[config.mk]
export PLATFORM = sky130hd
export DESIGN_NAME = distributore_sched
export DESIGN_NICKNAME = d
export VERILOG_FILES = /design/src/rtl/distributore_sched.sv
export SDC_FILE = /design/constraint.sdc
export NUM_CORES = 1
export LEC_CHECK = 0
export BUFFER_PORTS_ARGS = -buffer_cell sky130_fd_sc_hd__buf_2
export CORE_ASPECT_RATIO = 1.5
export CORE_UTILIZATION = 45
export DETAILED_ROUTE_END_ITERATION = 6
export PLACE_DENSITY = 0.65
export SETUP_SLACK_MARGIN = 0.2
export SYNTH_ARGS = -nofsm -noshare
export SYNTH_HDL_FRONTEND = slang
export SYNTH_SLANG_ARGS = --single-unit
[constraint.sdc]
create_clock -name clk -period 2.3 [get_ports clk]
set_input_delay 0.69 -clock clk [delete_from_list [all_inputs] [get_ports clk]]
set_output_delay 0.69 -clock clk [all_outputs]
set_load 0.01 [all_outputs]
[src/rtl/distributore_sched.sv]
// distributore_sched: shares one vending dispense mechanism among N_REQ
// distributore coin front-ends.
//
// Requests are latched into a pending vector and served round-robin. Each
// service is one fixed motor pulse, then a wait for the done sensor, then a
// one-cycle acknowledge back to the served front-end.
//
// Optional feature macro: DSCHED_TIMEOUT_EN
//   When defined, a WAIT_DONE cycle counter gives up after TIMEOUT cycles.
//   The unit is then dropped without an ack, and the sticky err_o is raised.
//   When undefined, WAIT_DONE waits indefinitely and err_o is tied to 0.
//
// Ports:
//   clk        clock, rising edge
//   reset      asynchronous, active-low reset
//   req_i      per-front-end request, level-high
//   done_i     mechanism done sensor
//   motor_o    registered motor drive
//   sel_o      index of the granted front-end (held until next grant)
//   busy_o     high whenever the FSM is not in IDLE
//   pending_o  latched pending requests
//   ack_o      one-cycle one-hot served pulse
//   err_o      sticky timeout fault
module distributore_sched #(
    parameter int N_REQ     = 4,
    parameter int SEL_W     = 2,
    parameter int PULSE_LEN = 8,
    parameter int TIMEOUT   = 255
) (
    input  logic             clk,
    input  logic             reset,
    input  logic [N_REQ-1:0] req_i,
    input  logic             done_i,
    output logic             motor_o,
    output logic [SEL_W-1:0] sel_o,
    output logic             busy_o,
    output logic [N_REQ-1:0] pending_o,
    output logic [N_REQ-1:0] ack_o,
    output logic             err_o
);

    typedef enum logic [1:0] {IDLE, DRIVE, WAIT_DONE, ACK} state_t;

    state_t             state_q;
    logic [N_REQ-1:0]   pending_q;
    logic [N_REQ-1:0]   ack_q;
    logic [SEL_W-1:0]   sel_q;
    logic [SEL_W-1:0]   last_q;
    logic [7:0]         cnt_q;
    logic               motor_q;

    logic               grant_vld;
    logic [SEL_W-1:0]   grant_idx;
    logic [N_REQ-1:0]   clr;

`ifdef DSCHED_TIMEOUT_EN
    logic [7:0]         wcnt_q;
    logic               err_q;
    logic               timeout_hit;

    // Last permitted WAIT_DONE cycle passes without done_i.
    assign timeout_hit = (state_q == WAIT_DONE) && !done_i &&
                         (wcnt_q == 8'(TIMEOUT - 1));
`endif

    // Round-robin search: first pending unit starting just after last_q.
    always_comb begin
        grant_vld = 1'b0;
        grant_idx = '0;
        for (int k = 1; k <= N_REQ; k++) begin
            logic [SEL_W-1:0] cand;
            cand = SEL_W'((int'(last_q) + k) % N_REQ);
            if (!grant_vld && pending_q[cand]) begin
                grant_vld = 1'b1;
                grant_idx = cand;
            end
        end
    end

    // Pending clear for the unit being retired (ack or timeout cleanup).
    always_comb begin
        clr = '0;
        if (state_q == ACK) clr[sel_q] = 1'b1;
`ifdef DSCHED_TIMEOUT_EN
        if (timeout_hit) clr[sel_q] = 1'b1;
`endif
    end

    always_ff @(posedge clk or negedge reset) begin
        if (!reset) begin
            state_q   <= IDLE;
            pending_q <= '0;
            ack_q     <= '0;
            sel_q     <= '0;
            last_q    <= SEL_W'(N_REQ - 1);
            cnt_q     <= '0;
            motor_q   <= 1'b0;
`ifdef DSCHED_TIMEOUT_EN
            wcnt_q    <= '0;
            err_q     <= 1'b0;
`endif
        end else begin
            // Set wins over clear so a request arriving on the retire cycle survives.
            pending_q <= (pending_q & ~clr) | req_i;
            ack_q     <= '0;
            case (state_q)
                IDLE: begin
                    if (grant_vld) begin
                        sel_q   <= grant_idx;
                        cnt_q   <= 8'(PULSE_LEN - 1);
                        motor_q <= 1'b1;
                        state_q <= DRIVE;
                    end
                end
                DRIVE: begin
                    if (cnt_q == 8'd0) begin
                        motor_q <= 1'b0;
                        state_q <= WAIT_DONE;
`ifdef DSCHED_TIMEOUT_EN
                        wcnt_q  <= '0;
`endif
                    end else begin
                        cnt_q <= cnt_q - 8'd1;
                    end
                end
                WAIT_DONE: begin
                    if (done_i) begin
                        ack_q[sel_q] <= 1'b1;
                        state_q      <= ACK;
                    end
`ifdef DSCHED_TIMEOUT_EN
                    else if (timeout_hit) begin
                        last_q  <= sel_q;
                        err_q   <= 1'b1;
                        state_q <= IDLE;
                    end else begin
                        wcnt_q <= wcnt_q + 8'd1;
                    end
`endif
                end
                ACK: begin
                    last_q  <= sel_q;
                    state_q <= IDLE;
                end
                default: state_q <= IDLE;
            endcase
        end
    end

    assign motor_o   = motor_q;
    assign sel_o     = sel_q;
    assign busy_o    = (state_q != IDLE);
    assign pending_o = pending_q;
    assign ack_o     = ack_q;
`ifdef DSCHED_TIMEOUT_EN
    assign err_o     = err_q;
`else
    assign err_o     = 1'b0;
`endif

endmodule
==> impl_results.md <==
- Achievable Freq: roughly 500 MHz
- Share of flip-flops with an asynchronous set or reset: 100%
- Clock power share: about 15%
- Pleak: roughly 0.65 nW
- Synthesized net count: about 160
- PD cells: about 1100 nW/um^2
- Core Region: approximately 2900 um^2
- Share of power burned in registers: about two fifths
- Sequential area share after synthesis: approximately 42%
- Largest area contributor in the netlist: dfrtp_1
- Main synth FF type: dfrtp_1
- # rows: 24
- Die Wd: roughly 47 um
- Nets: around 180
- Initial antenna violation count: 0
- DRT antenna net count: 0
- Status: complete, no violations
- Slowest-stage cell, CP: dfrtp_1
- Slew Limit Fails: 0
- Htree depth: 1
- DRC violations left: 0
- Crit-path max FO: 9
- TritonCTS buffer count: 3
- Slew @ Worst Pin: around 600 ps
- Number of global-route vias before repair: between 1k and 1.5k
- Number of distinct library cells after synthesis: between 40 and 50
- Post-Syn Area per Cell: 9.55 um^2
- Die area: ~3300 um^2
- Grt ovf: 0
- Crit start category: flip-flop
- Crit Path Category: reg2out
- Setup violations, final: 0
- Max_slew headroom: approximately 59%
- Min Tclk post-route: around 2000 ps
- Crit-path cells: inv_1 > ha_2 > inv_1 > buf_2
- Most common cell after layout, fill and taps aside: dfrtp_1
- RSZ-0062 raised after global routing: yes
- Routability Congestion: about 0.94
- DRT Wirelength: roughly 3 mm
- Final Hold Vio Count: 0
- Cell internal pwr: approximately 0.00094 W
- Most frequent cells in the layout: 21 x dfrtp_1, 18 x buf_2, 14 x nand2_1, 10 x inv_1, 9 x nor2_1
- Synth Area in Compound Gates: 19.8%
- Final HPWL DP: roughly 2.3 mm
- Register-to-Register Path Depth: 6
- Routed len/inst: roughly 15 um
- Total power: 0.00164 W
- Area grow syn2layout: 11.8%
- Flops & latches, synth: 23
- Post-Synthesis Cells: 143
- Setup TNS: 0 ps
- Main area contributors after synthesis: dfrtp_1 38%, ha_1 6.4%, dfstp_2 3.8%
- Vias per inst: roughly 5.7
- Min-delay worst type: in2async
- Pin count of the biggest net entering global routing: 24
- WP data arrival: 1320 ps
- Placed cells: between 150 and 200
- Max incr delay on CP: about 410 ps
- Ant diodes: 0
- Synth warn: 0
- Main combinational cell family by area after synthesis: simple AND/OR/NAND/NOR gates
- Global-route wire length before repair: roughly 5 mm
- Max VDD drop: around 0.00044 V
- Final period util: a little under 90%
- Die height: 69.5 um
- Req. time, crit path: around 1600 ps
- CTS tree: done
- P_sw: just under 0.0007 W
- Detailed Route Iter0 Violations: 19
- Post-synthesis mux area share: approximately 2.7%
- EDFF count, synth: 0
- CTS hold repair buffers: 0
- Clk sinks: 23
- Adder-cell area share of the yosys netlist: around 6.4%
- Fin Clk Skew: 0.860 ps
- Post-Syn Area: about 1400 um^2
- Max-cap violations: 0
- Root Buffer: clkbuf_8
- Synth Area in XOR/XNOR: 0%
- Via Count: between 1k and 1.5k
- Port Buffers: 18
- Worst-Skew Late Latency: around 260 ps
- Pre-antenna DRT Iters: 4
- CTS Buffer Depth: 2
- Switching share of power: about 42%
- Share of Yosys cell area claimed by the top area cell type: around 38%
- Finished Layout Cells: 200
- Simple-gate area share of the yosys netlist: a little under a quarter
- I/O pin cnt: 20
- Share of cells above drive strength 1: 23.0%
- Logic gate share of total power: a little under half
- Crit path top cell by count: inv_1
- Total GRT Usage: 21.2%
- CTS clk-pin slew, worst paths: ~80 ps
- Initial Util: between 40% and 50%
- Worst setup EP type: primary output
-- worst paths after layout --
kind                                 start   endpoint  slack [ps]
max in group asynchronous            reset  last_q[1]        1550
worst max-delay path            state_q[0]     busy_o         290
worst min register to register    sel_o[0]   ack_o[2]         530
worst max register to register  state_q[1]   cnt_q[3]         430
min in group clk                  sel_o[0]   ack_o[2]         530
worst min-delay path                 reset   ack_o[1]         390
-- flip-flops by register name, indices dropped and copies added (netlist names) --
name / count
ack_o: 4
cnt_q: 8
last_q: 2
motor_o: 1
pending_o: 4
sel_o: 2
state_q: 2
-- power groups by stage --
stage	registers (W)	logic, W	clock network [W]
floorplan	0.000617	0.000580	0
global placement	0.000640	0.000721	0
detailed placement	0.000647	0.000741	0
CTS	0.000639	0.000746	0.000257
global route	0.000657	0.000840	0.000279
finish	0.000639	0.000748	0.000251
-- cells in the mapped netlist, types with 2 or more instances --
cell,instances
a21o_1,4
a21oi_1,7
a31oi_1,4
buf_6,2
dfrtp_1,21
dfstp_2,2
ha_1,7
inv_1,10
nand2_1,14
nand2b_1,4
nand3_1,5
nand3_2,2
nor2_1,9
nor3_1,6
nor4_1,3
o211ai_1,2
o21ai_0,5
o22ai_1,3
o31ai_1,3
or4_4,2
-- metrics by stage --
stage	instance area, um^2	setup slack (ps)	util [%]	hold WS (ps)
floorplan	1370	546	-	394
global placement	1480	437	51.2	519
detailed placement	1480	359	51.2	535
CTS	1520	210	52.8	403
global route	1530	195	53.0	429
finish	1530	289	53.0	391
-- cells by family after synthesis --
group           Yosys count
compound gates           38
fa+ha+maj                 7
buf+inv                  16
flops                    23
mux                       3
other cells               1
simple gates             55
-- critical path: cells and delay by family, from the launching register on --
family | cells | cell delay (ps)
adders and majority gates | 1 | 290
buffers and inverters | 3 | 360
DFF | 1 | 410
-- area by class of cell --
type	count	area, um^2
clock buffers	3	41.3
clock inverters	1	5.00
fillers	275	1360
inverters	10	37.5
multi-input cells	104	712
flip-flops and latches	23	578
well taps	39	48.8
repair buffers	20	105
-- what timing repair did --
action                                  CTS  global route
endpoints found under the setup margin    0             2
gates resized for setup                   0             2
setup buffers                             0             0
endpoints found under the hold margin     0             0
-- metal layers --
metal  global-route usage [%]  vias up  share of wire [%]
met5                        0        -                  0
met3                     2.34        6                3.0
li1                         -      550                  -
met4                     10.5        0                2.5
met2                     38.3       26                 56
met1                     22.4      564                 38
No activity file was read; power rests on OpenSTA's default activity.
